## src/rtl/noc_params.sv

```systemverilog
// Router-wide parameters shared by the NoC blocks: port count, index width and port_t.
package noc_params;

  localparam int PORT_NUM  = 5;
  localparam int PORT_SIZE = $clog2(PORT_NUM);

  typedef logic [PORT_SIZE-1:0] port_t;

endpackage

```

## src/rtl/switch_allocator_rr_arbiter.sv

```systemverilog
// Round-robin arbiter for one output port: priority pointer, one-hot grant and encoded index.
// With SA_PACKET_LOCK_EN the output stays locked to a packet owner until its tail flit.
module rr_arbiter
  import noc_params::*;
(
  input  logic                clk,
  input  logic                rst,
  input  logic [PORT_NUM-1:0] request_i,
  input  logic                enable_i,
`ifdef SA_PACKET_LOCK_EN
  input  logic [PORT_NUM-1:0] tail_i,
`endif
  output logic [PORT_NUM-1:0] grant_o,
  output port_t               grant_idx_o,
  output logic                grant_valid_o
);

  localparam logic [PORT_SIZE:0]    NUM_W  = (PORT_SIZE+1)'(PORT_NUM);
  localparam logic [PORT_NUM-1:0]   ONE_HOT0 = {{(PORT_NUM-1){1'b0}}, 1'b1};

  port_t               ptr_q, ptr_d;
  logic [PORT_NUM-1:0] req_eff;
  port_t               win;
  port_t               win_next;
  logic                found;
  logic                win_tail;

`ifdef SA_PACKET_LOCK_EN
  logic  lock_valid_q, lock_valid_d;
  port_t lock_owner_q, lock_owner_d;

  // A held lock masks every candidate except the packet owner.
  always_comb begin
    req_eff = request_i;
    if (lock_valid_q) req_eff = request_i & (ONE_HOT0 << lock_owner_q);
  end
  assign win_tail = tail_i[win];
`else
  assign req_eff  = request_i;
  assign win_tail = 1'b1;
`endif

  always_comb begin
    logic [PORT_SIZE:0] sum;
    found = 1'b0;
    win   = '0;
    sum   = '0;
    for (int k = 0; k < PORT_NUM; k++) begin
      sum = {1'b0, ptr_q} + (PORT_SIZE+1)'(k);
      if (sum >= NUM_W) sum = sum - NUM_W;
      if (!found && req_eff[port_t'(sum)]) begin
        found = 1'b1;
        win   = port_t'(sum);
      end
    end
  end

  assign grant_valid_o = enable_i && found && !rst;
  assign grant_o       = grant_valid_o ? (ONE_HOT0 << win) : '0;
  assign grant_idx_o   = grant_valid_o ? win : '0;

  assign win_next = (win == port_t'(PORT_NUM-1)) ? '0 : win + port_t'(1);

  always_comb begin
    ptr_d = ptr_q;
    if (grant_valid_o && win_tail) ptr_d = win_next;
  end

`ifdef SA_PACKET_LOCK_EN
  always_comb begin
    lock_valid_d = lock_valid_q;
    lock_owner_d = lock_owner_q;
    if (grant_valid_o) begin
      if (win_tail) begin
        lock_valid_d = 1'b0;
        lock_owner_d = '0;
      end else begin
        lock_valid_d = 1'b1;
        lock_owner_d = win;
      end
    end
  end

  always_ff @(posedge clk or posedge rst) begin
    if (rst) begin
      lock_valid_q <= 1'b0;
      lock_owner_q <= '0;
    end else begin
      lock_valid_q <= lock_valid_d;
      lock_owner_q <= lock_owner_d;
    end
  end
`endif

  always_ff @(posedge clk or posedge rst) begin
    if (rst) ptr_q <= '0;
    else     ptr_q <= ptr_d;
  end

endmodule

```

## src/rtl/switch_allocator.sv

```systemverilog
// Per-output round-robin switch allocator: request decode, one rr_arbiter per output, grant merge.
// Optional packet-level locking is enabled with SA_PACKET_LOCK_EN.
module switch_allocator
  import noc_params::*;
(
  input  logic                          clk,
  input  logic                          rst,
  input  logic [PORT_NUM-1:0]           switch_request,
  input  logic [PORT_NUM*PORT_SIZE-1:0] out_port,
  input  logic [PORT_NUM-1:0]           tail_flit,
  input  logic [PORT_NUM-1:0]           downstream_ready,
  output logic [PORT_NUM-1:0]           valid_sel,
  output logic [PORT_NUM*PORT_SIZE-1:0] xbar_sel,
  output logic [PORT_NUM-1:0]           xbar_valid
);

  logic [PORT_NUM-1:0] req   [PORT_NUM];
  logic [PORT_NUM-1:0] grant [PORT_NUM];
  port_t               idx   [PORT_NUM];

`ifndef SA_PACKET_LOCK_EN
  logic unused_tail;
  assign unused_tail = ^tail_flit;
`endif

  // Out-of-range port values compare unequal to every output and so never win.
  always_comb begin
    for (int o = 0; o < PORT_NUM; o++) begin
      req[o] = '0;
      for (int i = 0; i < PORT_NUM; i++) begin
        req[o][i] = switch_request[i] &&
                    (out_port[i*PORT_SIZE +: PORT_SIZE] == port_t'(o));
      end
    end
  end

  for (genvar o = 0; o < PORT_NUM; o++) begin : gen_arb
    rr_arbiter u_arb (
      .clk           (clk),
      .rst           (rst),
      .request_i     (req[o]),
      .enable_i      (downstream_ready[o]),
`ifdef SA_PACKET_LOCK_EN
      .tail_i        (tail_flit),
`endif
      .grant_o       (grant[o]),
      .grant_idx_o   (idx[o]),
      .grant_valid_o (xbar_valid[o])
    );
    assign xbar_sel[o*PORT_SIZE +: PORT_SIZE] = idx[o];
  end

  always_comb begin
    valid_sel = '0;
    for (int o = 0; o < PORT_NUM; o++) valid_sel = valid_sel | grant[o];
  end

endmodule
```

## config.mk

```make
export PLATFORM = sky130hd
export DESIGN_NAME = switch_allocator
export DESIGN_NICKNAME = d
export VERILOG_FILES = /design/src/rtl/noc_params.sv /design/src/rtl/switch_allocator_rr_arbiter.sv /design/src/rtl/switch_allocator.sv
export SDC_FILE = /design/constraint.sdc
export NUM_CORES = 1
export LEC_CHECK = 0
export CORE_UTILIZATION = 45
export DETAILED_ROUTE_END_ITERATION = 8
export PLACE_DENSITY = 0.6
export RECOVER_POWER = 50
export SLEW_MARGIN = 10
export SYNTH_ARGS = -nofsm -noshare
export SYNTH_HDL_FRONTEND = slang
export SYNTH_HIERARCHICAL = 1
export SYNTH_SLANG_ARGS = --single-unit
```

## constraint.sdc

```tcl
create_clock -name clk -period 18.2 [get_ports clk]
set_input_delay 5.46 -clock clk [delete_from_list [all_inputs] [get_ports clk]]
set_output_delay 5.46 -clock clk [all_outputs]
set_load 0.02 [all_outputs]
```

==> impl_metrics.json <==
{
  "firstDrtPassIters": 5,
  "die_h_um": 135,
  "wire_per_inst_um": 17.8,
  "synthFlopType": "dfrtp_1",
  "max_flop_register": "gen_arb.u_arb/ptr_q",
  "synth_fa_ha_area_frac": 0.0836,
  "grt_pass1_wl_mm": 37.9,
  "max_freq_mhz": 60.4,
  "outcome": "complete, but fails checks",
  "ys_seq_area_frac": 0.0473,
  "synthMuxAreaShare": 0.0820,
  "synth_simple_gate_area_frac": 0.363,
  "grt-ovfl-total": 0,
  "skew_ps": 0.738,
  "die_x_um": 135,
  "gr-usage-met2": 0.416,
  "ios": 57,
  "largestRegisters": "gen_arb.u_arb/ptr_q (15)",
  "worstMarginPinSlew_ps": 1800,
  "cts_resized": 0,
  "synth_cells": 1110,
  "finalHoldViolCount": 0,
  "first_iter_violations": 604,
  "layout.nets": 1178,
  "placedCellCount": 1316,
  "antennaDiodeCount": 0,
  "cts_buffers": 3,
  "io_buffers": 51,
  "grtUsageTotal": 0.255,
  "yosysWarningCount": 6,
  "nFillCells": 1750,
  "synth_top_area_frac": 0.0710,
  "violations": "max-capacitance violations, max-slew violations",
  "antenna_found_initial": 1,
  "stdcell_count": 1320,
  "tns_ps": 0,
  "cts.sinks": 15,
  "critPathCaptureType": "output port",
  "cp.required_ps": 12740,
  "grtUsageMet1": 0.350,
  "synthTopCellsByArea": "ha_1 (7.1%), nor2_1 (5.4%), dfrtp_1 (4.7%)",
  "p_leak_nw": 3.35,
  "ys_ff_latch": 15,
  "vias_per_cell": 6.29,
  "ant_nets": 0,
  "min_path_type": "reg2reg",
  "syn_nets": 1192,
  "synth_area_mm2": 0.00793,
  "mostFrequentLayoutCell": "nor2_1",
  "netlist-cell-type-count": 67,
  "route.detailed.drc": 0,
  "grt_use_met3": 0.0450,
  "post_cts.repair.setup_buffers": 0,
  "gp_congestion": 0.888,
  "setup_violations": 0,
  "clkTransAtPathRegs_ps": 50,
  "synth_compound_area_frac": 0.300,
  "cap_violations": 1,
  "wirelength_mm": 23.5,
  "synth_edf_count": 0,
  "power.density_mw_per_mm2": 214,
  "post-route-util": 0.482,
  "slew_headroom": -0.219,
  "drv_slew": 10,
  "grt_pass1_vias": 7410,
  "ff_latch_area_um2": 375,
  "rsz0062_at_grt": "false",
  "clk_path_buf_depth": 2,
  "grt_max_degree": 28,
  "dr_total_vias": 8304,
  "crit_type": "in2out",
  "dpl.hpwl_mm": 17.5,
  "rows": 48,
  "synth_top_family_by_area": "simple AND/OR/NAND/NOR gates",
  "cts-root-buf": "clkbuf_16",
  "h-tree-depth": 1,
  "irDropWorstVdd_mv": 0.126,
  "die_area_mm2": 0.0182,
  "start_util": 0.460,
  "fin_crit_sh": 0.910,
  "drive_above_1_share": 0.0804,
  "synth_area_per_cell_um2": 7.15,
  "clock_latency_ps": 250,
  "cts_tree": "yes",
  "min_period_ps": 16560,
  "worstPathArrival_ps": 11100,
  "async_reset_ff_frac": 1.00,
  "busiest_layer": "met2",
  "start_kind": "input pin",
  "coreArea_mm2": 0.0172,
  "multi_input_area_mm2": 0.00673,
  "syn2layout_area_growth_pct": 4.67,
  "synth_area_leader_cell": "ha_1",
  "critPathMaxFanout": 9,
  "hold_buffers": 0,
  "final_cell_mix": "nor2_1 (115), nand2_1 (95), inv_1 (55), o21ai_0 (55), nor2b_1 (50)",
  "largest_reg_flops": 15,
  "synth-xor-area-share": 0.0331
}
[critical path, stage by stage]
cell,delay (ps)
clkdlybuf4s50_1,460
nor4b_1,1490
nor2b_1,80
mux4_2,500
a2111oi_0,980
and4b_1,290
a211oi_1,380
a2bb2oi_2,250
nor2_1,70
ha_1,180
and2_1,130
nor3_1,170
nand2_1,80
clkdlybuf4s50_1,570
[where the power goes]
part	internal (mW)	switching (mW)	total, mW
Sequential	0.0470	0.0463	0.0933
Clock	0.0293	0.0133	0.0427
Combinational	0.670	0.973	1.64
[Yosys cell counts (10+ instances only)]
cell and number:
a211o_1 10, a211oi_1 25, a21o_1 15, a21oi_1 25, a221oi_1 20, a22o_1 10
a22oi_1 20, a31oi_1 10, and2_1 20, and3_1 10, and4bb_2 10, buf_2 25
buf_6 15, clkbuf_1 25, dfrtp_1 15, ha_1 45, inv_1 55, mux2_2 10
mux2i_1 35, nand2_1 95, nand2b_1 25, nand3_1 40, nand3b_1 15, nor2_1 115
nor2b_1 50, nor3_1 35, nor3b_1 20, nor4_1 10, o21ai_0 55, o221ai_1 10
o22a_1 10, o22ai_1 15, o31ai_1 15, or3_1 10, xnor2_1 30
[per-stage QoR]
step	instance area (um^2)	hold WS [ps]	total power, mW	worst slack (ps)
2_1_floorplan	7930	878	1.44	4480
3_3_place_gp	8330	763	1.76	2600
3_5_place_dp	8330	761	1.76	2620
4_1_cts	8410	768	1.81	2590
5_1_grt	8300	819	1.96	1340
6_report	8300	763	1.78	1640
[per-layer routing]
layer | wire length [um] | share of wire
met5 | 0 | 0
met4 | 372 | 0.016
met3 | 1550 | 0.066
met1 | 10900 | 0.47
met2 | 10600 | 0.45
[logic make-up (layout without fill, tap and decap cells)]
group           after synthesis  in the layout
buf+inv                     145            130
xor+xnor                     30             30
flops                        15             15
mux                          55             55
fa+ha+maj                    50             50
compound gates              305            305
simple gates                510            510
[path summary, 6_finish.rpt]
path	start	end	slack [ps]	cells after the start
worst max-delay path	out_port[4]	valid_sel[3]	1640	14
worst min-delay path	gen_arb[2].u_arb/ptr_q[0]	gen_arb[2].u_arb/ptr_q[0]	760	3
worst max register to register	gen_arb[1].u_arb/ptr_q[1]	gen_arb[1].u_arb/ptr_q[2]	13130	12
worst min register to register	gen_arb[2].u_arb/ptr_q[0]	gen_arb[2].u_arb/ptr_q[0]	760	3
max in group asynchronous	rst	gen_arb[0].u_arb/ptr_q[1]	12190	2
min in group asynchronous	rst	gen_arb[1].u_arb/ptr_q[2]	5860	2
[layout make-up]
cell class                 instances  area share
clock buffer                       3     0.00904
clock inverter                     1    0.000603
inverter                          65      0.0301
multi-input combinational        950       0.811
sequential                        15      0.0452
tap                              225      0.0339
timing repair buffer              61      0.0705
Power figures use the tool's default switching activity.
